==> src/rtl/reader_sequencer.sv <==
// Paces a non-stallable character reader into a valid/ready stream.
// The reader is stopped when the FIFO fills; on restart the stream is replayed and already-delivered characters are skipped.
module reader_sequencer #(
    parameter int FIFO_DEPTH = 8,
    parameter int HIGH_WATER = 6,
    parameter int LOW_WATER  = 2,
    parameter int MAX_CHARS  = 255,
    parameter int CHAR_BITES = 8
) (
    input  logic                  clock,
    input  logic                  reset,
    input  logic                  start,
    input  logic [7:0]            page,
    output logic                  rd_state_enable,
    output logic [7:0]            rd_argument,
    input  logic                  rd_has_finished,
    input  logic [CHAR_BITES-1:0] rd_char,
    output logic [CHAR_BITES-1:0] out_char,
    output logic                  out_valid,
    input  logic                  out_ready,
    output logic                  busy,
    output logic                  done,
    output logic                  overflow
);

    localparam int AW = $clog2(FIFO_DEPTH);
    localparam int CW = AW + 1;
    localparam logic [CW-1:0] HW    = CW'(HIGH_WATER);
    localparam logic [CW-1:0] LW    = CW'(LOW_WATER);
    localparam logic [CW-1:0] FULL  = CW'(FIFO_DEPTH);
    localparam logic [7:0]    MAX_C = 8'(MAX_CHARS);

    typedef enum logic [1:0] {
        S_IDLE,
        S_RUN,
        S_PAUSE,
        S_FINISH
    } state_t;

    state_t                state_q, state_d;
    logic                  en_q;
    logic                  en_dly_q;
    logic [7:0]            arg_q, arg_d;
    logic [7:0]            delivered_q, delivered_d;
    logic [7:0]            seen_q, seen_d;
    logic                  term_q, term_d;
    logic                  ovf_q, ovf_d;
    logic [CW-1:0]         count_q, count_d;
    logic [AW-1:0]         wr_ptr_q, rd_ptr_q;
    logic [CHAR_BITES-1:0] mem_q [FIFO_DEPTH];

    logic sample_vld, replay, is_nul, capped, push, pop, nul_now, hit_max, done_c;

    always_comb begin
        state_d     = state_q;
        arg_d       = arg_q;
        delivered_d = delivered_q;
        seen_d      = seen_q;
        term_d      = term_q;
        ovf_d       = ovf_q;
        push        = 1'b0;
        nul_now     = 1'b0;
        done_c      = 1'b0;

        // en_dly_q covers the one sample still in flight after enable drops
        sample_vld = en_dly_q && !rd_has_finished && (state_q != S_IDLE);
        replay     = seen_q < delivered_q;
        is_nul     = (rd_char == '0);
        capped     = (delivered_q == MAX_C);
        pop        = (count_q != '0) && out_ready;

        if (sample_vld) begin
            if (seen_q != 8'hFF) seen_d = seen_q + 8'd1;
            if (!replay && !term_q) begin
                if (is_nul) begin
                    nul_now = 1'b1;
                    term_d  = 1'b1;
                end else if (!capped && (count_q != FULL || pop)) begin
                    push = 1'b1;
                end
            end
        end

        if (push) delivered_d = delivered_q + 8'd1;
        count_d = count_q + CW'(push) - CW'(pop);
        hit_max = push && (delivered_d == MAX_C);

        case (state_q)
            S_IDLE: begin
                if (start) begin
                    arg_d       = page;
                    delivered_d = '0;
                    seen_d      = '0;
                    term_d      = 1'b0;
                    ovf_d       = 1'b0;
                    state_d     = S_RUN;
                end
            end
            S_RUN: begin
                if (term_d || rd_has_finished || hit_max) begin
                    state_d = S_FINISH;
                    if (hit_max) ovf_d = 1'b1;
                end else if (count_d >= HW) begin
                    state_d = S_PAUSE;
                end
            end
            S_PAUSE: begin
                if (nul_now) begin
                    state_d = S_FINISH;
                end else if (hit_max) begin
                    state_d = S_FINISH;
                    ovf_d   = 1'b1;
                end else if (count_q <= LW && !en_dly_q) begin
                    // reader has been held off a full cycle, so it restarts at char 0
                    seen_d  = '0;
                    state_d = S_RUN;
                end
            end
            S_FINISH: begin
                if (count_q == '0 && !en_dly_q) begin
                    done_c  = 1'b1;
                    state_d = S_IDLE;
                end
            end
            default: state_d = S_IDLE;
        endcase
    end

    always_ff @(posedge clock) begin
        if (reset) begin
            state_q     <= S_IDLE;
            en_q        <= 1'b0;
            en_dly_q    <= 1'b0;
            arg_q       <= '0;
            delivered_q <= '0;
            seen_q      <= '0;
            term_q      <= 1'b0;
            ovf_q       <= 1'b0;
            count_q     <= '0;
            wr_ptr_q    <= '0;
            rd_ptr_q    <= '0;
            for (int i = 0; i < FIFO_DEPTH; i++) mem_q[i] <= '0;
        end else begin
            state_q     <= state_d;
            en_q        <= (state_d == S_RUN);
            en_dly_q    <= en_q;
            arg_q       <= arg_d;
            delivered_q <= delivered_d;
            seen_q      <= seen_d;
            term_q      <= term_d;
            ovf_q       <= ovf_d;
            count_q     <= count_d;
            if (push) begin
                mem_q[wr_ptr_q] <= rd_char;
                wr_ptr_q        <= wr_ptr_q + 1'b1;
            end
            if (pop) rd_ptr_q <= rd_ptr_q + 1'b1;
        end
    end

    assign rd_state_enable = en_q;
    assign rd_argument     = arg_q;
    assign out_char        = mem_q[rd_ptr_q];
    assign out_valid       = (count_q != '0);
    assign busy            = (state_q != S_IDLE);
    assign done            = done_c;
    assign overflow        = ovf_q;

endmodule

==> config.mk <==
export PLATFORM = sky130hd
export DESIGN_NAME = reader_sequencer
export DESIGN_NICKNAME = d
export VERILOG_FILES = /design/src/rtl/reader_sequencer.sv
export SDC_FILE = /design/constraint.sdc
export NUM_CORES = 1
export LEC_CHECK = 0
export ABC_AREA = 1
export BUFFER_PORTS_ARGS = -buffer_cell sky130_fd_sc_hd__buf_2
export CORE_MARGIN = 5
export CORE_UTILIZATION = 60
export DETAILED_ROUTE_END_ITERATION = 6
export GPL_ROUTABILITY_DRIVEN = 1
export PLACE_DENSITY = 0.8
export SYNTH_ARGS = -nofsm -noshare
export SYNTH_HDL_FRONTEND = slang
export SYNTH_SLANG_ARGS = --single-unit
==> constraint.sdc <==
create_clock -name clock -period 9.2 [get_ports clock]
set_input_delay 0.92 -clock clock [delete_from_list [all_inputs] [get_ports clock]]
set_output_delay 0.92 -clock clock [all_outputs]
set_load 0.005 [all_outputs]
==> summary.md, run 1 <==
| Metric | Value |
|---|---|
| Met2 usage | 0.3625 |
| Post-synthesis xor/xnor area fraction | 0.01336 |
| Share of the clock period used by the worst path | 0.3718 |
| Most frequent CP cell | inv_1 |
| Synth cell types | 32 |
| Worst VDD drop | 0.0001613 V |
| Final Max Tran Viols | 0 |
| Nets | between 600 and 700 |
| Kind of end point of the critical path | flip-flop |
| Syn Area/Cell | 8.615 µm² |
| Gr ovfl total | 0 |
| Hold Crit Depth | 2 |
| Worst-Skew Late Latency | around 370 ps |
| Syn Nets | 653 |
| DR vias/cell | 5.604 |
| Worst slew margin | 0.4110 |
| Min-delay worst type | reg2reg |
| PwrDens | 217.4 nW/µm² |
| Share of layout cells above drive strength 1 | 0.1317 |
| Ys Warns | 0 |
| Cells along the critical path | inv_1 > ha_1 > nand2_1 > o21a_1 > nand2_1 > nand3_4 > ha_1 > inv_1 > ha_1 > inv_1 > fa_1 > xor2_1 > o21ai_0 > nor2_1 > o21ai_1 > nand3_1 > nand2_1 > inv_1 |
| # DRC | 0 |
| Fin crit period | 3420 ps |
| Starting DRT DRC Count | 259 |
| Synth Area in Compound Gates | 0.09802 |
| Post-DP HPWL | 8043 µm |
| Post-CTS Setup Bufs | 0 |
| Clock buffer depth | 2 |
| Synth top area share | 0.3663 |
| Starting Density | 0.6075 |
| IO Pins | 42 |
| Clk slew on worst S/H paths | 100 ps |
| Leakage | 2.466 nW |
| Total GRT Usage | 0.2200 |
| Crit-path leading delay family | adder cells |
| WS Path Type | reg2reg |
| Crit path required time | 9480 ps |
| Met1 Track Usage GR | 0.2777 |
| GP Congestion | 0.8778 |
| Area contributors post-synth | edfxtp_1 (37%), dfxtp_1 (16%), nor2_1 (13%) |
| PortBufs | 41 |
| Unrepaired setup endpoints after global routing | no |
| H-tree levels | 3 |
| Die Height | 103.5 µm |
| Crit Path Max Fanout | 12 |
| Clk sinks | ~110 |
| Worst path arrival time | 3700 ps |
| Final Instance Area | 5757 µm² |
| CTS Buf Count | 9 |
| FP Rows | 34 |
| Worst reg2reg setup slack | 5780 ps |
| CTS resizes | 0 |
| Post-Syn Area | 5246 µm² |
| Antenna diodes | 0 |
| Drt wl/cell | 15.39 µm |
| Cell Area, Placed | 5534 µm² |
| Post-Syn Instances | 609 |
| Pin count of the biggest net entering global routing | 34 |
| Register-to-Register Path Depth | 18 |
| Mux contribution to synthesized area | 0 |
| Hold_sp | rd_state_enable |
| Place WS | 5508 ps |
| First-pass GRT wire length | 19310 µm |
| Main combinational cell family by area after synthesis | simple AND/OR/NAND/NOR gates |
| Worst R2R Start | delivered_q[6] |
| WP buf/inv | 4 |
| Root buf cell | clkbuf_8 |
| Adder-Cell Fraction of Synth Area | 0.05628 |
| Hold endpoint | en_dly_q |
| Final wirelength | 11710 µm |
| #FFs+latches synth | 107 |
| Busiest grt layer | met2 |
| Initial antenna violation count | 0 |
| Hold Worst Slack | approximately 420 ps |
| Core Region | 8636 µm² |
| DR pass1 iterations | 6 |
| Max_cap viols | 0 |
| Vias in the first global route | 4135 |
| Final hold violation count | 0 |
| Maximum clock frequency | 292.4 MHz |
| Post-Route Skew | ~11 ps |
| Vias after detailed routing | 4265 |
| Die area | 10710 µm² |
| Post-CTS Hold Buffers | 0 |
| Critical R2R Capture | state_q[0] |
| Setup TNS | 0 ps |
| CP max stage delay | 440 ps |
| Post-DRT Antenna Nets | 0 |
| Area grow syn2layout | 9.730% |
| Setup Viol. Count Final | 0 |
| Simple-Gate Fraction of Synth Area | 0.2483 |
| Sequential share of the synthesized area | 0.5304 |
| Slowest CP cell | dfxtp_1 |
| Chip width | 103.5 µm |
| Status | completed |
| Setup WS post-layout | a little under 6000 ps |
| Post-synth top area cell | edfxtp_1 |
| Worst Tran Pin Value | between 800 and 900 ps |
| CTS tree | done |
| Startpoint types | flip-flop |
| Fillers | 714 |
| M3 GR Usage | 0.03420 |
## layout by cell type (no fill, tap or decap)
cell / n
inv_2: 12
clkbuf_8: 9
a31oi_1: 9
fa_1: 1
nor2_8: 1
nand2_1: 76
nor3_1: 3
dfxtp_1: 43
clkinv_4: 1
inv_1: 45
xnor2_1: 1
bufinv_16: 2
nor2_2: 3
inv_6: 2
nand3b_1: 3
o21ai_1: 3
o21ai_0: 51
clkinv_2: 1
nand3_4: 2
edfxtp_1: 64
nor3_2: 1
ha_1: 22
nor2_1: 176
nand2_4: 3
a21oi_1: 23
nand4_1: 11
o22ai_1: 9
buf_4: 2
nand3_1: 18
o21a_1: 1
buf_2: 41
xor2_1: 7
nor3b_1: 1
nand2_2: 3
o21ai_2: 1
clkinvlp_4: 1
nor3_4: 1
## sequential cells by signal (all words and copies together) (netlist names), named ones only
name	flops
wr_ptr_q	3
term_q	1
count_q	4
delivered_q	8
en_dly_q	1
seen_q	8
mem_q	64
overflow	1
state_q	2
rd_state_enable	1
rd_argument	8
rd_ptr_q	3
## cell usage after synthesis (all sizes together)
master	n
dfxtp	43
o21a	1
a21oi	23
nor3	5
o22ai	9
xor2	7
nand2	82
inv	57
nand4	11
nand3	20
o21ai	55
buf	2
nor2	180
clkbuf	13
nand3b	3
xnor2	1
fa	1
ha	22
nor3b	1
edfxtp	64
a31oi	9
## cells by family after synthesis
logic type | count (synthesis)
and+or+nand+nor | 302
DFF | 107
adders and majority gates | 23
buffers and inverters | 72
xor gates and xnor gates | 8
AOI/OAI and AO/OA | 97
## report_power, final
part           internal [W]  switching, W
clock              0.000155      0.000164
sequential         0.000542     0.0000219
combinational      0.000132      0.000237
## worst max-delay path by stage
stage,startpoint,endpoint,slack [ps],cells past startpoint
after floorplan,rd_char[0],rd_state_enable,5870,22
after global placement,rd_char[4],rd_state_enable,5590,22
after detailed placement,rd_char[4],rd_state_enable,5510,22
after CTS,delivered_q[3],state_q[0],5790,21
after global routing,delivered_q[6],rd_state_enable,5420,21
final,delivered_q[6],state_q[0],5780,18
## stage by stage
| step | util | std cells | power (W) |
|---|---|---|---|
| floorplan | - | 609 | 0.0008296 |
| global placement | 0.6408 | 745 | 0.0009261 |
| detailed placement | 0.6408 | 745 | 0.0009415 |
| CTS | 0.6666 | 761 | 0.001253 |
| global route | 0.6666 | 761 | 0.001325 |
| finish | 0.6666 | 761 | 0.001251 |
## per-layer routing
layer	vias up	share of wire	wire length [µm]
met5	-	0	0
met4	0	0.029	336
met3	28	0.068	799
met2	170	0.49	5770
met1	1975	0.41	4804
li1	2092	-	-
## worst min-delay path: stages, from the launching register on
cell,delay [ps]
dfxtp_1,320
inv_1,40
nor2_1,30
## final cells by class
| class | instances | area [µm²] | share of cell area |
|---|---|---|---|
| clock buffer | 9 | 123.9 | 0.02152 |
| clock inverter | 7 | 98.84 | 0.01717 |
| inverter | 57 | 214.0 | 0.03717 |
| multi-input combinational | 430 | 2182 | 0.3790 |
| sequential | 107 | 2783 | 0.4834 |
| tap | 108 | 135.1 | 0.02347 |
| timing repair buffer | 43 | 220.2 | 0.03825 |
(Power assumes the default switching activity.)
==> run 2, diff against run 1 <==
clock period = 3.2 ns   (was 9.2 ns; I/O delays follow)
==> run 2 against run 1 <==
First-iteration DRC count shrank 17%. Clock-buffer cell count grew 1. Flip-flop and latch count is the same. Sequential power grew to 2.9 times the previous value. Core utilization grew 1.6 points. Power grew to 2.8 times the previous value. Final cell count grew 2.5%. Via count grew 1.4%. Global-route usage grew 0.65 points. Clock power grew 140%. Critical path type unchanged. Critical endpoint is now rd_state_enable. Largest cell class unchanged.
==> summary.md, run 2 (synthesized netlist as in run 1, its figures left out) <==
| Metric | Value |
|---|---|
| Vias after detailed routing | 4323 (+1.4%) |
| M3 GR Usage | 0.03731 (+0.003109) |
| CP max stage delay | 390 ps (-50 ps) |
| H-tree levels | 3 (unchanged) |
| FP Rows | 34 (unchanged) |
| CTS Buf Count | 9 (unchanged) |
| Crit path required time | 3510 ps (-5970 ps) |
| Crit path from | delivered_q[2] |
| Post-DRT Antenna Nets | 0 (unchanged) |
| Root buf cell | clkbuf_8 |
| Place WS | 106.4 ps (-5402 ps) |
| Max_cap viols | 0 (unchanged) |
| Starting Density | 0.6075 (unchanged) |
| Vias in the first global route | 4312 (+4.3%) |
| Clk slew on worst S/H paths | 110 ps (about the same) |
| Max reg flops | 64 (unchanged) |
| Nets | 711 (+2.7%) |
| Area grow syn2layout | 12.38% |
| Critical R2R Capture | rd_state_enable |
| Share of the clock period used by the worst path | 0.9207 (+0.5489) |
| Finished Layout Cells | 780 (+2.5%) |
| Pin count of the biggest net entering global routing | 33 (-2.9%) |
| PwrDens | 595.0 nW/µm² (+170%) |
| Worst Tran Pin Value | 641.8 ps (-240.8 ps) |
| Final Max Tran Viols | 0 (unchanged) |
| Chip width | 103.5 µm (unchanged) |
| Post-DP HPWL | 8762 µm (+8.9%) |
| Worst path arrival time | 3260 ps (-440 ps) |
| Min-delay worst type | in2reg |
| Worst VDD drop | 0.0003572 V (+120%) |
| Drt wl/cell | 15.56 µm (+1.1%) |
| Hold_sp | page[3] |
| Placed cells | 762 (+2.3%) |
| Met2 usage | 0.3994 (+0.03689) |
| Final hold violation count | 0 (unchanged) |
| DR pass1 iterations | 4 (-2) |
| Worst slew margin | 0.5693 (+0.1583) |
| Clock buffer depth | 2 (unchanged) |
| Most common cell after layout, fill and taps aside | nor2_1 |
| Antenna diodes | 0 (unchanged) |
| Maximum clock frequency | 339.4 MHz (+16%) |
| Clk sinks | 107 (unchanged) |
| Die Height | 103.5 µm (unchanged) |
| Worst-Skew Late Latency | 380 ps (about the same) |
| Status | completed |
| Largest Register | mem_q |
| Setup Viol. Count Final | 0 (unchanged) |
| Initial antenna violation count | 0 (unchanged) |
| Starting DRT DRC Count | 216 (-17%) |
| Most frequent CP cell | nand2_1 |
| Setup WS post-layout | 253.8 ps (-5526 ps) |
| First-pass GRT wire length | 20130 µm (+4.3%) |
| Share of layout cells above drive strength 1 | 0.1726 (+0.04092) |
| WP buf/inv | 4 (unchanged) |
| Kind of end point of the critical path | flip-flop |
| Die area | 10710 µm² (unchanged) |
| Core Region | 8636 µm² (unchanged) |
| Worst reg2reg setup slack | 250 ps (-5530 ps) |
| DR vias/cell | 5.542 (-1.1%) |
| Busiest grt layer | met2 |
| Crit-path leading delay family | adder cells |
| WS Path Type | reg2reg |
| Gr ovfl total | 0 (unchanged) |
| Register-to-Register Path Depth | 23 (+5) |
| Worst R2R Start | delivered_q[2] |
| GP Congestion | 0.9742 (+11%) |
| IO Pins | 42 (unchanged) |
| Leakage | 2.543 nW (+3.1%) |
| Total GRT Usage | 0.2265 (+0.006529) |
| Cells along the critical path | inv_2 > ha_1 > nand2_1 > inv_1 > nand2_1 > nand2_1 > nand2_1 > nand2_2 > nand3_4 > ha_1 > inv_1 > ha_1 > inv_1 > fa_1 > xor2_1 > o21ai_1 > nor2_1 > nand3_1 > nand2_1 > nand3_1 > nand2_1 > nand2_1 > nor2_2 |
| # DRC | 0 (unchanged) |
| PortBufs | 41 (unchanged) |
| CTS tree | done |
| Slowest CP cell | dfxtp_1 |
| Post-Route Skew | 17.22 ps (+6.562 ps) |
| Most frequent cells in the layout | nor2_1 (175), nand2_1 (75), edfxtp_1 (64) |
| Met1 Track Usage GR | 0.2764 (-0.001274) |
| Crit Path Max Fanout | 3 (-9) |
| Fin crit period | 2946 ps (-474.0 ps) |
| Hold endpoint | rd_argument[3] |
| Hold Crit Depth | 3 (+1) |
| Final wirelength | 12140 µm (+3.7%) |
| Fillers | 677 (-5.2%) |
| Startpoint types | flip-flop |
| Hold Worst Slack | 194.2 ps (-227.6 ps) |
[run 2: cell types whose count changed in the layout (fill, tap and decap cells not counted), moves of 2 or more]
cell	delta
dfxtp_1	-6
clkinv_4	+2
bufinv_16	-2
ha_1	-2
buf_4	+19
dfxtp_2	+6
[run 2: worst max-delay path by stage]
stage / endpoint / slack (ps) / depth (start not counted)
after global routing: rd_state_enable / -30 / 23
final: rd_state_enable / 250 / 23
after CTS: rd_state_enable / 100 / 19
after floorplan: rd_state_enable / 190 / 19
after global placement: rd_state_enable / 240 / 22
after detailed placement: rd_state_enable / 110 / 19
[run 2: repair_timing]
item | in CTS | in global routing
gates resized for setup | 0 | 13
setup endpoints to repair | 0 | 3
hold endpoints to repair | 0 | 0
hold buffers | 0 | 0
buffers inserted | 0 | 2
[run 2: stage by stage]
stage	total power (W)	setup TNS (ps)	util	area [µm²]
finish	0.003508	0	0.6827	5896
global route	0.003739	-28.10	0.6827	5896
CTS	0.003501	0	0.6768	5844
detailed placement	0.002733	0	0.6556	5662
global placement	0.002693	0	0.6556	5662
floorplan	0.002385	0	-	5246
[run 2: metal layers]
| metal | vias up | wire length (µm) |
|---|---|---|
| li1 | 2133 | - |
| met1 | 2022 | 4833 |
| met2 | 141 | 6334 |
| met3 | 27 | 622 |
| met4 | 0 | 349 |
| met5 | - | 0 |
[run 2: power breakdown]
group	switching, W	leakage, nW	total (W)	internal (W)
clock network	0.000481	0.0934	0.000780	0.000299
registers	0.0000666	1.01	0.00162	0.00156
logic	0.000692	1.43	0.00110	0.000412
total	0.00124	2.54	0.00351	0.00227
[run 2: cell type report]
cell class	count	area (µm²)	share of cell area
clock inverters	6	55.05	0.009338
clock buffers	10	127.6	0.02165
flip-flops and latches	107	2790	0.4733
repair buffers	62	362.8	0.06155
well taps	108	135.1	0.02292
multi-input cells	430	2211	0.3750
inverters	57	214.0	0.03629
[run 2: worst min-delay path, cell delays in order]
cell and delay (ps):
buf_2 70, o21ai_0 70, nor2_1 80
